## src/rtl/ram_ws_rs_tag_multiway_if.sv

```systemverilog
`default_nettype none
// ============================================================================
// Module      : ram_ws_rs_tag_multiway_if
// Description : Access/flush bus of the multi-way instruction-cache tag store.
// Revision    : 1.0 - initial release
// ============================================================================
interface ram_ws_rs_tag_multiway_if #(
    parameter int NB_WAYS    = 4,
    parameter int DATA_WIDTH = 7,
    parameter int ADDR_WIDTH = 6
);
    logic                          req_i;
    logic                          gnt_o;
    logic                          write_i;
    logic [NB_WAYS-1:0]            way_en_i;
    logic [ADDR_WIDTH-1:0]         addr_i;
    logic [DATA_WIDTH-1:0]         wdata_i;
    logic [DATA_WIDTH-2:0]         cmp_tag_i;
    logic [NB_WAYS*DATA_WIDTH-1:0] rdata_o;
    logic                          rvalid_o;
    logic                          hit_o;
    logic [NB_WAYS-1:0]            hit_way_o;
    logic [NB_WAYS-1:0]            parity_err_o;
    logic                          flush_req_i;
    logic                          flush_busy_o;

    modport master (
        output req_i, write_i, way_en_i, addr_i, wdata_i, cmp_tag_i, flush_req_i,
        input  gnt_o, rdata_o, rvalid_o, hit_o, hit_way_o, parity_err_o, flush_busy_o
    );

    modport slave (
        input  req_i, write_i, way_en_i, addr_i, wdata_i, cmp_tag_i, flush_req_i,
        output gnt_o, rdata_o, rvalid_o, hit_o, hit_way_o, parity_err_o, flush_busy_o
    );
endinterface
`default_nettype wire

```

## src/rtl/ram_ws_rs_tag_multiway.sv

```systemverilog
`default_nettype none
// ============================================================================
// Module      : ram_ws_rs_tag_multiway
// Description : NB_WAYS set-associative tag array with registered read port,
//               built-in tag compare and self-running flush FSM.
//               Optional per-way even parity: define TAG_PARITY_EN.
// Revision    : 1.0 - initial release
// ============================================================================
module ram_ws_rs_tag_multiway #(
    parameter int NB_WAYS    = 4,
    parameter int DATA_WIDTH = 7,
    parameter int ADDR_WIDTH = 6
) (
    input  wire logic                  clk,
    input  wire logic                  rst,
    ram_ws_rs_tag_multiway_if.slave    bus
);

    localparam int c_depth = 2**ADDR_WIDTH;
`ifdef TAG_PARITY_EN
    localparam int c_store_w = DATA_WIDTH + 1;
`else
    localparam int c_store_w = DATA_WIDTH;
`endif
    localparam logic [ADDR_WIDTH-1:0] c_last_set = '1;

    typedef enum logic [0:0] {
        ST_IDLE  = 1'b0,
        ST_FLUSH = 1'b1
    } state_t;

    state_t                  r_state;
    state_t                  w_state_nxt;
    logic [ADDR_WIDTH-1:0]   r_flush_cnt;
    logic [ADDR_WIDTH-1:0]   w_flush_cnt_nxt;
    logic                    w_gnt;
    logic                    w_busy;

    logic                    w_access;
    logic                    w_wr;
    logic                    w_rd;

    logic [NB_WAYS-1:0]      w_mem_we;
    logic [ADDR_WIDTH-1:0]   w_mem_addr;
    logic [c_store_w-1:0]    w_mem_wdata;

    logic [c_store_w-1:0]    r_mem    [0:c_depth-1][0:NB_WAYS-1];
    logic [c_store_w-1:0]    r_rd_ent [0:NB_WAYS-1];
    logic [DATA_WIDTH-2:0]   r_cmp_tag;
    logic                    r_rvalid;

    logic [NB_WAYS*DATA_WIDTH-1:0] w_rdata;
    logic [NB_WAYS-1:0]            w_hit_way;
    logic [NB_WAYS-1:0]            w_perr;

    // ------------------------------------------------------------------------
    // Flush FSM
    // ------------------------------------------------------------------------
    always_ff @(posedge clk) begin
        if (rst) begin
            r_state     <= ST_FLUSH;
            r_flush_cnt <= '0;
        end else begin
            r_state     <= w_state_nxt;
            r_flush_cnt <= w_flush_cnt_nxt;
        end
    end

    always_comb begin
        w_state_nxt     = r_state;
        w_flush_cnt_nxt = r_flush_cnt;
        w_gnt           = 1'b0;
        w_busy          = 1'b0;
        case (r_state)
            ST_IDLE: begin
                // A same-cycle flush request takes priority over any access.
                w_gnt = ~bus.flush_req_i;
                if (bus.flush_req_i) begin
                    w_state_nxt     = ST_FLUSH;
                    w_flush_cnt_nxt = '0;
                end
            end
            ST_FLUSH: begin
                w_busy          = 1'b1;
                w_flush_cnt_nxt = r_flush_cnt + 1'b1;
                if (r_flush_cnt == c_last_set) begin
                    w_state_nxt = ST_IDLE;
                end
            end
            default: begin
                w_state_nxt     = ST_FLUSH;
                w_flush_cnt_nxt = '0;
            end
        endcase
    end

    assign w_access = bus.req_i & w_gnt & ~rst;
    assign w_wr     = w_access &  bus.write_i;
    assign w_rd     = w_access & ~bus.write_i;

    // ------------------------------------------------------------------------
    // Storage write port: flush sweep or host write
    // ------------------------------------------------------------------------
    always_comb begin
        w_mem_we    = '0;
        w_mem_addr  = bus.addr_i;
        w_mem_wdata = '0;
        if (r_state == ST_FLUSH) begin
            // All-zero entry; its even parity bit is zero as well.
            w_mem_we    = '1;
            w_mem_addr  = r_flush_cnt;
            w_mem_wdata = '0;
        end else begin
            if (w_wr) begin
                w_mem_we = bus.way_en_i;
            end
`ifdef TAG_PARITY_EN
            w_mem_wdata = {^bus.wdata_i, bus.wdata_i};
`else
            w_mem_wdata = bus.wdata_i;
`endif
        end
    end

    always_ff @(posedge clk) begin
        for (int w = 0; w < NB_WAYS; w++) begin
            if (w_mem_we[w]) begin
                r_mem[w_mem_addr][w] <= w_mem_wdata;
            end
        end
    end

    // ------------------------------------------------------------------------
    // Registered read port
    // ------------------------------------------------------------------------
    always_ff @(posedge clk) begin
        if (rst) begin
            r_rvalid  <= 1'b0;
            r_cmp_tag <= '0;
            for (int w = 0; w < NB_WAYS; w++) begin
                r_rd_ent[w] <= '0;
            end
        end else begin
            r_rvalid <= w_rd;
            if (w_rd) begin
                r_cmp_tag <= bus.cmp_tag_i;
                for (int w = 0; w < NB_WAYS; w++) begin
                    r_rd_ent[w] <= r_mem[bus.addr_i][w];
                end
            end
        end
    end

    // ------------------------------------------------------------------------
    // Tag compare and parity check on the registered entries
    // ------------------------------------------------------------------------
    always_comb begin
        w_rdata   = '0;
        w_hit_way = '0;
        w_perr    = '0;
        for (int w = 0; w < NB_WAYS; w++) begin
            w_rdata[w*DATA_WIDTH +: DATA_WIDTH] = r_rd_ent[w][DATA_WIDTH-1:0];
`ifdef TAG_PARITY_EN
            // Stored word includes its parity bit, so a clean entry XORs to 0.
            w_perr[w] = r_rvalid & (^r_rd_ent[w]);
`endif
            w_hit_way[w] = r_rvalid
                         & r_rd_ent[w][DATA_WIDTH-1]
                         & (r_rd_ent[w][DATA_WIDTH-2:0] == r_cmp_tag)
                         & ~w_perr[w];
        end
    end

    assign bus.gnt_o        = w_gnt;
    assign bus.flush_busy_o = w_busy;
    assign bus.rvalid_o     = r_rvalid;
    assign bus.rdata_o      = w_rdata;
    assign bus.hit_way_o    = w_hit_way;
    assign bus.hit_o        = |w_hit_way;
    assign bus.parity_err_o = w_perr;

endmodule
`default_nettype wire

```

## src/flat_wrapper.sv

```systemverilog
// flat-port wrapper written by rule: the top's interface ports become plain ports
module ram_ws_rs_tag_multiway_flat 
#(
    parameter int NB_WAYS    = 4,
    parameter int DATA_WIDTH = 7,
    parameter int ADDR_WIDTH = 6
)
  (clk, rst, bus_req_i, bus_write_i, bus_way_en_i, bus_addr_i, bus_wdata_i, bus_cmp_tag_i, bus_flush_req_i, bus_gnt_o, bus_rdata_o, bus_rvalid_o, bus_hit_o, bus_hit_way_o, bus_parity_err_o, bus_flush_busy_o);
  ram_ws_rs_tag_multiway_if #(.NB_WAYS(NB_WAYS), .DATA_WIDTH(DATA_WIDTH), .ADDR_WIDTH(ADDR_WIDTH)) bus_i ();
  input  wire logic clk;
  input  wire logic rst;
  input wire logic [$bits(bus_i.req_i)-1:0] bus_req_i;
  input wire logic [$bits(bus_i.write_i)-1:0] bus_write_i;
  input wire logic [$bits(bus_i.way_en_i)-1:0] bus_way_en_i;
  input wire logic [$bits(bus_i.addr_i)-1:0] bus_addr_i;
  input wire logic [$bits(bus_i.wdata_i)-1:0] bus_wdata_i;
  input wire logic [$bits(bus_i.cmp_tag_i)-1:0] bus_cmp_tag_i;
  input wire logic [$bits(bus_i.flush_req_i)-1:0] bus_flush_req_i;
  output wire logic [$bits(bus_i.gnt_o)-1:0] bus_gnt_o;
  output wire logic [$bits(bus_i.rdata_o)-1:0] bus_rdata_o;
  output wire logic [$bits(bus_i.rvalid_o)-1:0] bus_rvalid_o;
  output wire logic [$bits(bus_i.hit_o)-1:0] bus_hit_o;
  output wire logic [$bits(bus_i.hit_way_o)-1:0] bus_hit_way_o;
  output wire logic [$bits(bus_i.parity_err_o)-1:0] bus_parity_err_o;
  output wire logic [$bits(bus_i.flush_busy_o)-1:0] bus_flush_busy_o;
  assign bus_i.req_i = bus_req_i;
  assign bus_i.write_i = bus_write_i;
  assign bus_i.way_en_i = bus_way_en_i;
  assign bus_i.addr_i = bus_addr_i;
  assign bus_i.wdata_i = bus_wdata_i;
  assign bus_i.cmp_tag_i = bus_cmp_tag_i;
  assign bus_i.flush_req_i = bus_flush_req_i;
  assign bus_gnt_o = bus_i.gnt_o;
  assign bus_rdata_o = bus_i.rdata_o;
  assign bus_rvalid_o = bus_i.rvalid_o;
  assign bus_hit_o = bus_i.hit_o;
  assign bus_hit_way_o = bus_i.hit_way_o;
  assign bus_parity_err_o = bus_i.parity_err_o;
  assign bus_flush_busy_o = bus_i.flush_busy_o;
  ram_ws_rs_tag_multiway #(.NB_WAYS(NB_WAYS), .DATA_WIDTH(DATA_WIDTH), .ADDR_WIDTH(ADDR_WIDTH)) u_core (.clk(clk), .rst(rst), .bus(bus_i));
endmodule
```

## config.mk

```make
export PLATFORM = sky130hd
export DESIGN_NAME = ram_ws_rs_tag_multiway_flat
export DESIGN_NICKNAME = d
export VERILOG_FILES = /design/src/rtl/ram_ws_rs_tag_multiway_if.sv /design/src/rtl/ram_ws_rs_tag_multiway.sv /design/src/flat_wrapper.sv
export SDC_FILE = /design/constraint.sdc
export NUM_CORES = 2
export LEC_CHECK = 0
export ABC_AREA = 1
export CORE_MARGIN = 2
export CORE_UTILIZATION = 57
export CTS_CLUSTER_DIAMETER = 60
export DETAILED_ROUTE_END_ITERATION = 6
export PLACE_DENSITY = 0.76
export SLEW_MARGIN = 10
export SYNTH_ARGS = -nofsm -noshare
export SYNTH_HDL_FRONTEND = slang
export SYNTH_SLANG_ARGS = --single-unit
```

## constraint.sdc

```tcl
create_clock -name clk -period 8.1 [get_ports clk]
set_clock_uncertainty 0.05 [all_clocks]
set_input_delay 1.215 -clock clk [delete_from_list [all_inputs] [get_ports clk]]
set_output_delay 1.215 -clock clk [all_outputs]
set_load 0.05 [all_outputs]
```

* After elaboration in Yosys (flattened, before gate mapping) *
Memories as Yosys holds them, arrays and structs flattened.
Cells that the tools add are included.

operators by class
  reductions and logical operators = 1
  bitwise operators = 20
  mux-type cells = 28
  add/sub/neg operators = 1
  eq/ne operators = 6

operators by type and width
  operator             count
  $mux 7               5
  $eq 6x6->1           4
  $mux 1               17
  $and 1x1->1          12
  $mux 6               2
  $pmux 6 s2           1
  $mux 4               2
  $add 6x1->6 const B  1
  $eq 6x6->1 const B   1
  $not 1->1            4
  $or 1x1->1           4
  $reduce_or 4->1      1
  $ne 2x2->1 const B   1
  $pmux 1 s2           1

storage, ports and cells
  output and inout bits = 40
  RAM bits = 1820
  input bits = 28
  bits in registers = 14
  memories kept = 2

memory list
  name             depth  width  read ports  clocked after memory_dff  write ports  RTL line                      RTL
  u_core.r_mem     64     28     1           0                         1            ram_ws_rs_tag_multiway.sv:47  logic [c_store_w-1:0] r_mem [0:c_depth-1][0:NB_WAYS-1];
  u_core.r_rd_ent  4      7      4           0                         4            ram_ws_rs_tag_multiway.sv:48  logic [c_store_w-1:0] r_rd_ent [0:NB_WAYS-1];

* Logic depth before layout (Yosys ltp) *
  depth after elaboration = 9
  gate-level depth with buffers = 13

* Worst setup path after synthesis *
Ideal clock, no wire load.

  path type = input-to-reg
  start = input port bus_wdata_i[0]
  end = memory u_core.r_mem[0][0] in the netlist's numbering (data pin)
  setup slack = -548 ps
  stages = 2
  buffers on the path = 0
  library setup time = 1406 ps
  data arrival time = 7192 ps
  cell sequence = inv_1 nor2_1

on the way
  longest elaborated chain between the ends = 1

RTL lines
  element                    RTL line                       RTL
  start: declaration         flat_wrapper.sv:16             input wire logic [$bits(bus_i.wdata_i)-1:0] bus_wdata_i;
  $mux 7                     ram_ws_rs_tag_multiway.sv:108  if (r_state == ST_FLUSH) begin
  via u_core.w_mem_wdata[0]  ram_ws_rs_tag_multiway.sv:45   logic [c_store_w-1:0] w_mem_wdata;
  end: declaration           ram_ws_rs_tag_multiway.sv:47

The timed path passes the listed nets, and every way through them passes these cells.

* Worst setup path after layout *
  start = register u_core.r_cmp_tag[3]
  end = output port bus_hit_o

on the way
  longest elaborated chain between the ends = 3
  elaborated cells on any way between the ends = 9
  classes of those cells = eq/ne (4); bitwise (4); reduce/logical (1)

RTL lines
  element                   RTL line                       RTL
  start: declaration        ram_ws_rs_tag_multiway.sv:49   logic [DATA_WIDTH-2:0] r_cmp_tag;
  start signal: assignment  ram_ws_rs_tag_multiway.sv:146  r_cmp_tag <= bus.cmp_tag_i;
  $eq 6x6->1                ram_ws_rs_tag_multiway.sv:169  & (r_rd_ent[w][DATA_WIDTH-2:0] == r_cmp_tag)
  $and 1x1->1               ram_ws_rs_tag_multiway.sv:169
  $reduce_or 4->1 *         ram_ws_rs_tag_multiway.sv:179  assign bus.hit_o = |w_hit_way;
  end: declaration          flat_wrapper.sv:22             output wire logic [$bits(bus_i.hit_o)-1:0] bus_hit_o;

Every way passes the cells marked *; elsewhere a longest branch is shown, timed or not.

==> flow_metrics.env <==
export IMPL_grt_max_degree=220
export IMPL_clock_root_buffer="clkbuf_16"
export IMPL_crit_type="flip-flop to output pin"
export IMPL_ys_ff_latch=1834
export IMPL_grt_util_met2_pct=44.5
export IMPL_drv_slew=0
export IMPL_grt_use_met3_pct=6.74
export IMPL_clk_pin_slew_ps=60
export IMPL_seqCellArea_mm2=0.0549
export IMPL_ctsHoldBuffers=0
export IMPL_wl_per_cell_um=24.4
export IMPL_start_util_pct=57.2
export IMPL_antenna_left=0
export IMPL_synth_area_leaders="edfxtp_1 (73%), nand2_1 (12%), nand3_1 (10%)"
export IMPL_cp_start_kind="flip-flop"
export IMPL_max_cap_violations=0
export IMPL_p_leak_nw=30.3
export IMPL_drive_above_1_share_pct=4.91
export IMPL_cts_max_level=4
export IMPL_grt_pass1_vias=48434
export IMPL_die_y_um=367
export IMPL_synthXorXnorAreaFrac_pct=0.128
export IMPL_yosysUniqueCellTypes=34
export IMPL_peakVddDrop_v=0.000223
export IMPL_ios=68
export IMPL_synth_cell_area_mm2=0.0750
export IMPL_area_growth_pct=9.47
export IMPL_hold_class="flip-flop to flip-flop"
export IMPL_portBuffers=63
export IMPL_setup_viol=0
export IMPL_holdWs_ps=423
export IMPL_track_usage_pct=29.7
export IMPL_endpoint_kind="output pin"
export IMPL_max_clock_freq_ghz=0.206
export IMPL_crit_arrival_ps=3590
export IMPL_cts_tree="done"
export IMPL_rsz0062_at_grt="no"
export IMPL_synth_compound_area_share_pct=0.474
export IMPL_drtPass1Iterations=7
export IMPL_insertion_delay_ps=810
export IMPL_cts_max_path_buffers=3
export IMPL_place_congestion=0.923
export IMPL_finalHoldViolations=0
export IMPL_synth_area_per_cell_um2=11.5
export IMPL_status="completed"
export IMPL_synth_top_family_by_area="simple AND/OR/NAND/NOR gates"
export IMPL_drt_iter0_drc=8830
export IMPL_vias=51459
export IMPL_period_share_pct=59.9
export IMPL_cts_setup_buffers=0
export IMPL_synth_top_area_share_pct=72.8
export IMPL_worstMarginPinSlew_ps=1340
export IMPL_synth_warnings=0
export IMPL_clock_sinks=1834
export IMPL_die_x_um=367
export IMPL_synth_top_area_cell="edfxtp_1"
export IMPL_multi_input_area_mm2=0.0181
export IMPL_powerDensity_mw_per_mm2=235
export IMPL_grt_use_met1_pct=41.5
export IMPL_ys_seq_area_share_pct=73.2
export IMPL_cts_resized=0
export IMPL_period_needed_ps=4860
export IMPL_dp_hpwl_um=115000
export IMPL_synthAdderAreaFrac_pct=0.0167
export IMPL_worstPathRequired_ps=6840
export IMPL_grt_first_pass_wirelength_um=302000
export IMPL_p_total_mw=19.3
export IMPL_fin_nets=6449
export IMPL_synth_mux_area_share_pct=0
export IMPL_critPathMaxFanout=5
export IMPL_nFillCells=9818
export IMPL_drcViolationCount=0
export IMPL_antenna_found_initial=4
export IMPL_yosys_area_share_simple_pct=23.4
export IMPL_cts_inserted_buffers=178
export IMPL_syn_inst=6540
export IMPL_final_instance_count_excl_fill=8313
export IMPL_via_per_inst=6.19
export IMPL_tns_ps=0
export IMPL_grt_busiest_layer="met2"
export IMPL_dieArea_mm2=0.135
export IMPL_grt_overflow_total=0
export IMPL_stdcell_area_mm2=0.0821
export IMPL_finalWirelength_um=203000
export IMPL_fp_coreArea_mm2=0.131
export IMPL_placed_area_mm2=0.0767
export IMPL_num_rows=133
export IMPL_slew_headroom_pct=10.4
export IMPL_dp_cells=7995
[cell type report]
cell class	instances	area share (%)
sequential	1834	66.9
multi-input combinational	4246	22.1
clock buffer	227	5.83
tap	1755	2.67
timing repair buffer	119	1.53
clock inverter	90	0.806
inverter	41	0.228
antenna	1	0.00305
[layer usage]
metal	wire (µm)	vias up
met2	91100	3677
met3	26000	510
met1	75300	24673
met4	10500	4
met5	27	-
li1	-	22595
[registers in the layout, summed over array words and instances (netlist names)]
register,cells
u_core.r_flush_cnt,6
u_core.r_mem,1792
u_core.r_rd_ent,28
u_core.r_cmp_tag,6
u_core.bus.rvalid_o,1
u_core.r_state,1
[power breakdown]
group          leakage (nW)  internal [mW]  switching (mW)
logic                  10.6          0.261           0.788
registers              17.1           10.3          0.0259
clock network          2.66           4.44            3.46
[synth_stat cells, drive strengths merged]
master,instances
a211oi,1
a21oi,36
a22oi,1
a311oi,1
buf,268
clkbuf,154
conb,1
dfxtp,14
edfxtp,1820
ha,1
inv,41
nand2,2348
nand3,1516
nand4,1
nor2,294
nor4,4
o2111ai,2
o211ai,1
o21a,1
o21ai,21
o22ai,1
or2,2
xnor2,6
xor2,5
[worst max-delay path: stages, from the launching register on]
cell	delay (ps)
dfxtp_1	500
inv_1	210
nand2_1	100
o21ai_0	100
nor4_1	900
nor2_1	80
nand2_1	100
clkdlybuf4s50_1	790
[metrics by stage]
| step | util, % | setup slack, ps |
|---|---|---|
| floorplan | - | 2290 |
| global placement | 58.5 | 3040 |
| detailed placement | 58.5 | 3010 |
| CTS | 62.6 | 3360 |
| global route | 62.6 | 3350 |
| finish | 62.6 | 3240 |
[layout by cell type (no fill, tap or decap), types with 5 or more instances in the layout]
master | Yosys | layout
inv_1 | 31 | 29
clkdlybuf4s50_1 | 0 | 58
clkbuf_16 | 0 | 185
buf_4 | 19 | 41
nand3_1 | 1516 | 1516
nand2_1 | 2348 | 2348
nor2_1 | 289 | 279
nor2_4 | 4 | 11
edfxtp_1 | 1820 | 1820
xnor2_1 | 6 | 6
clkbuf_1 | 154 | 42
clkinv_1 | 0 | 45
xor2_1 | 5 | 5
dfxtp_1 | 14 | 14
inv_6 | 0 | 5
inv_2 | 9 | 8
clkinv_2 | 0 | 24
o21ai_0 | 19 | 19
a21oi_1 | 35 | 35
buf_12 | 0 | 16
bufinv_16 | 0 | 9
[worst paths after layout]
kind	startpoint	end	slack, ps	cells past startpoint
worst min register to register	u_core.r_flush_cnt[5]	u_core.r_flush_cnt[5]	420	2
worst min-delay path	u_core.r_flush_cnt[5]	u_core.r_flush_cnt[5]	420	2
worst max register to register	u_core.r_state	u_core.r_mem[6][10]	4130	7
worst max-delay path	u_core.r_cmp_tag[3]	bus_hit_o	3240	7
[cell families after synthesis]
kind of cell             count (synthesis)
AND/OR/NAND/NOR                       4165
flip-flops                            1834
buffers and inverters                  463
AO/OA/AOI/OAI                           65
XOR/XNOR                                11
adder cells (fa/ha/maj)                  1
other                                    1
Note: power is estimated with default switching activity, not from simulation.
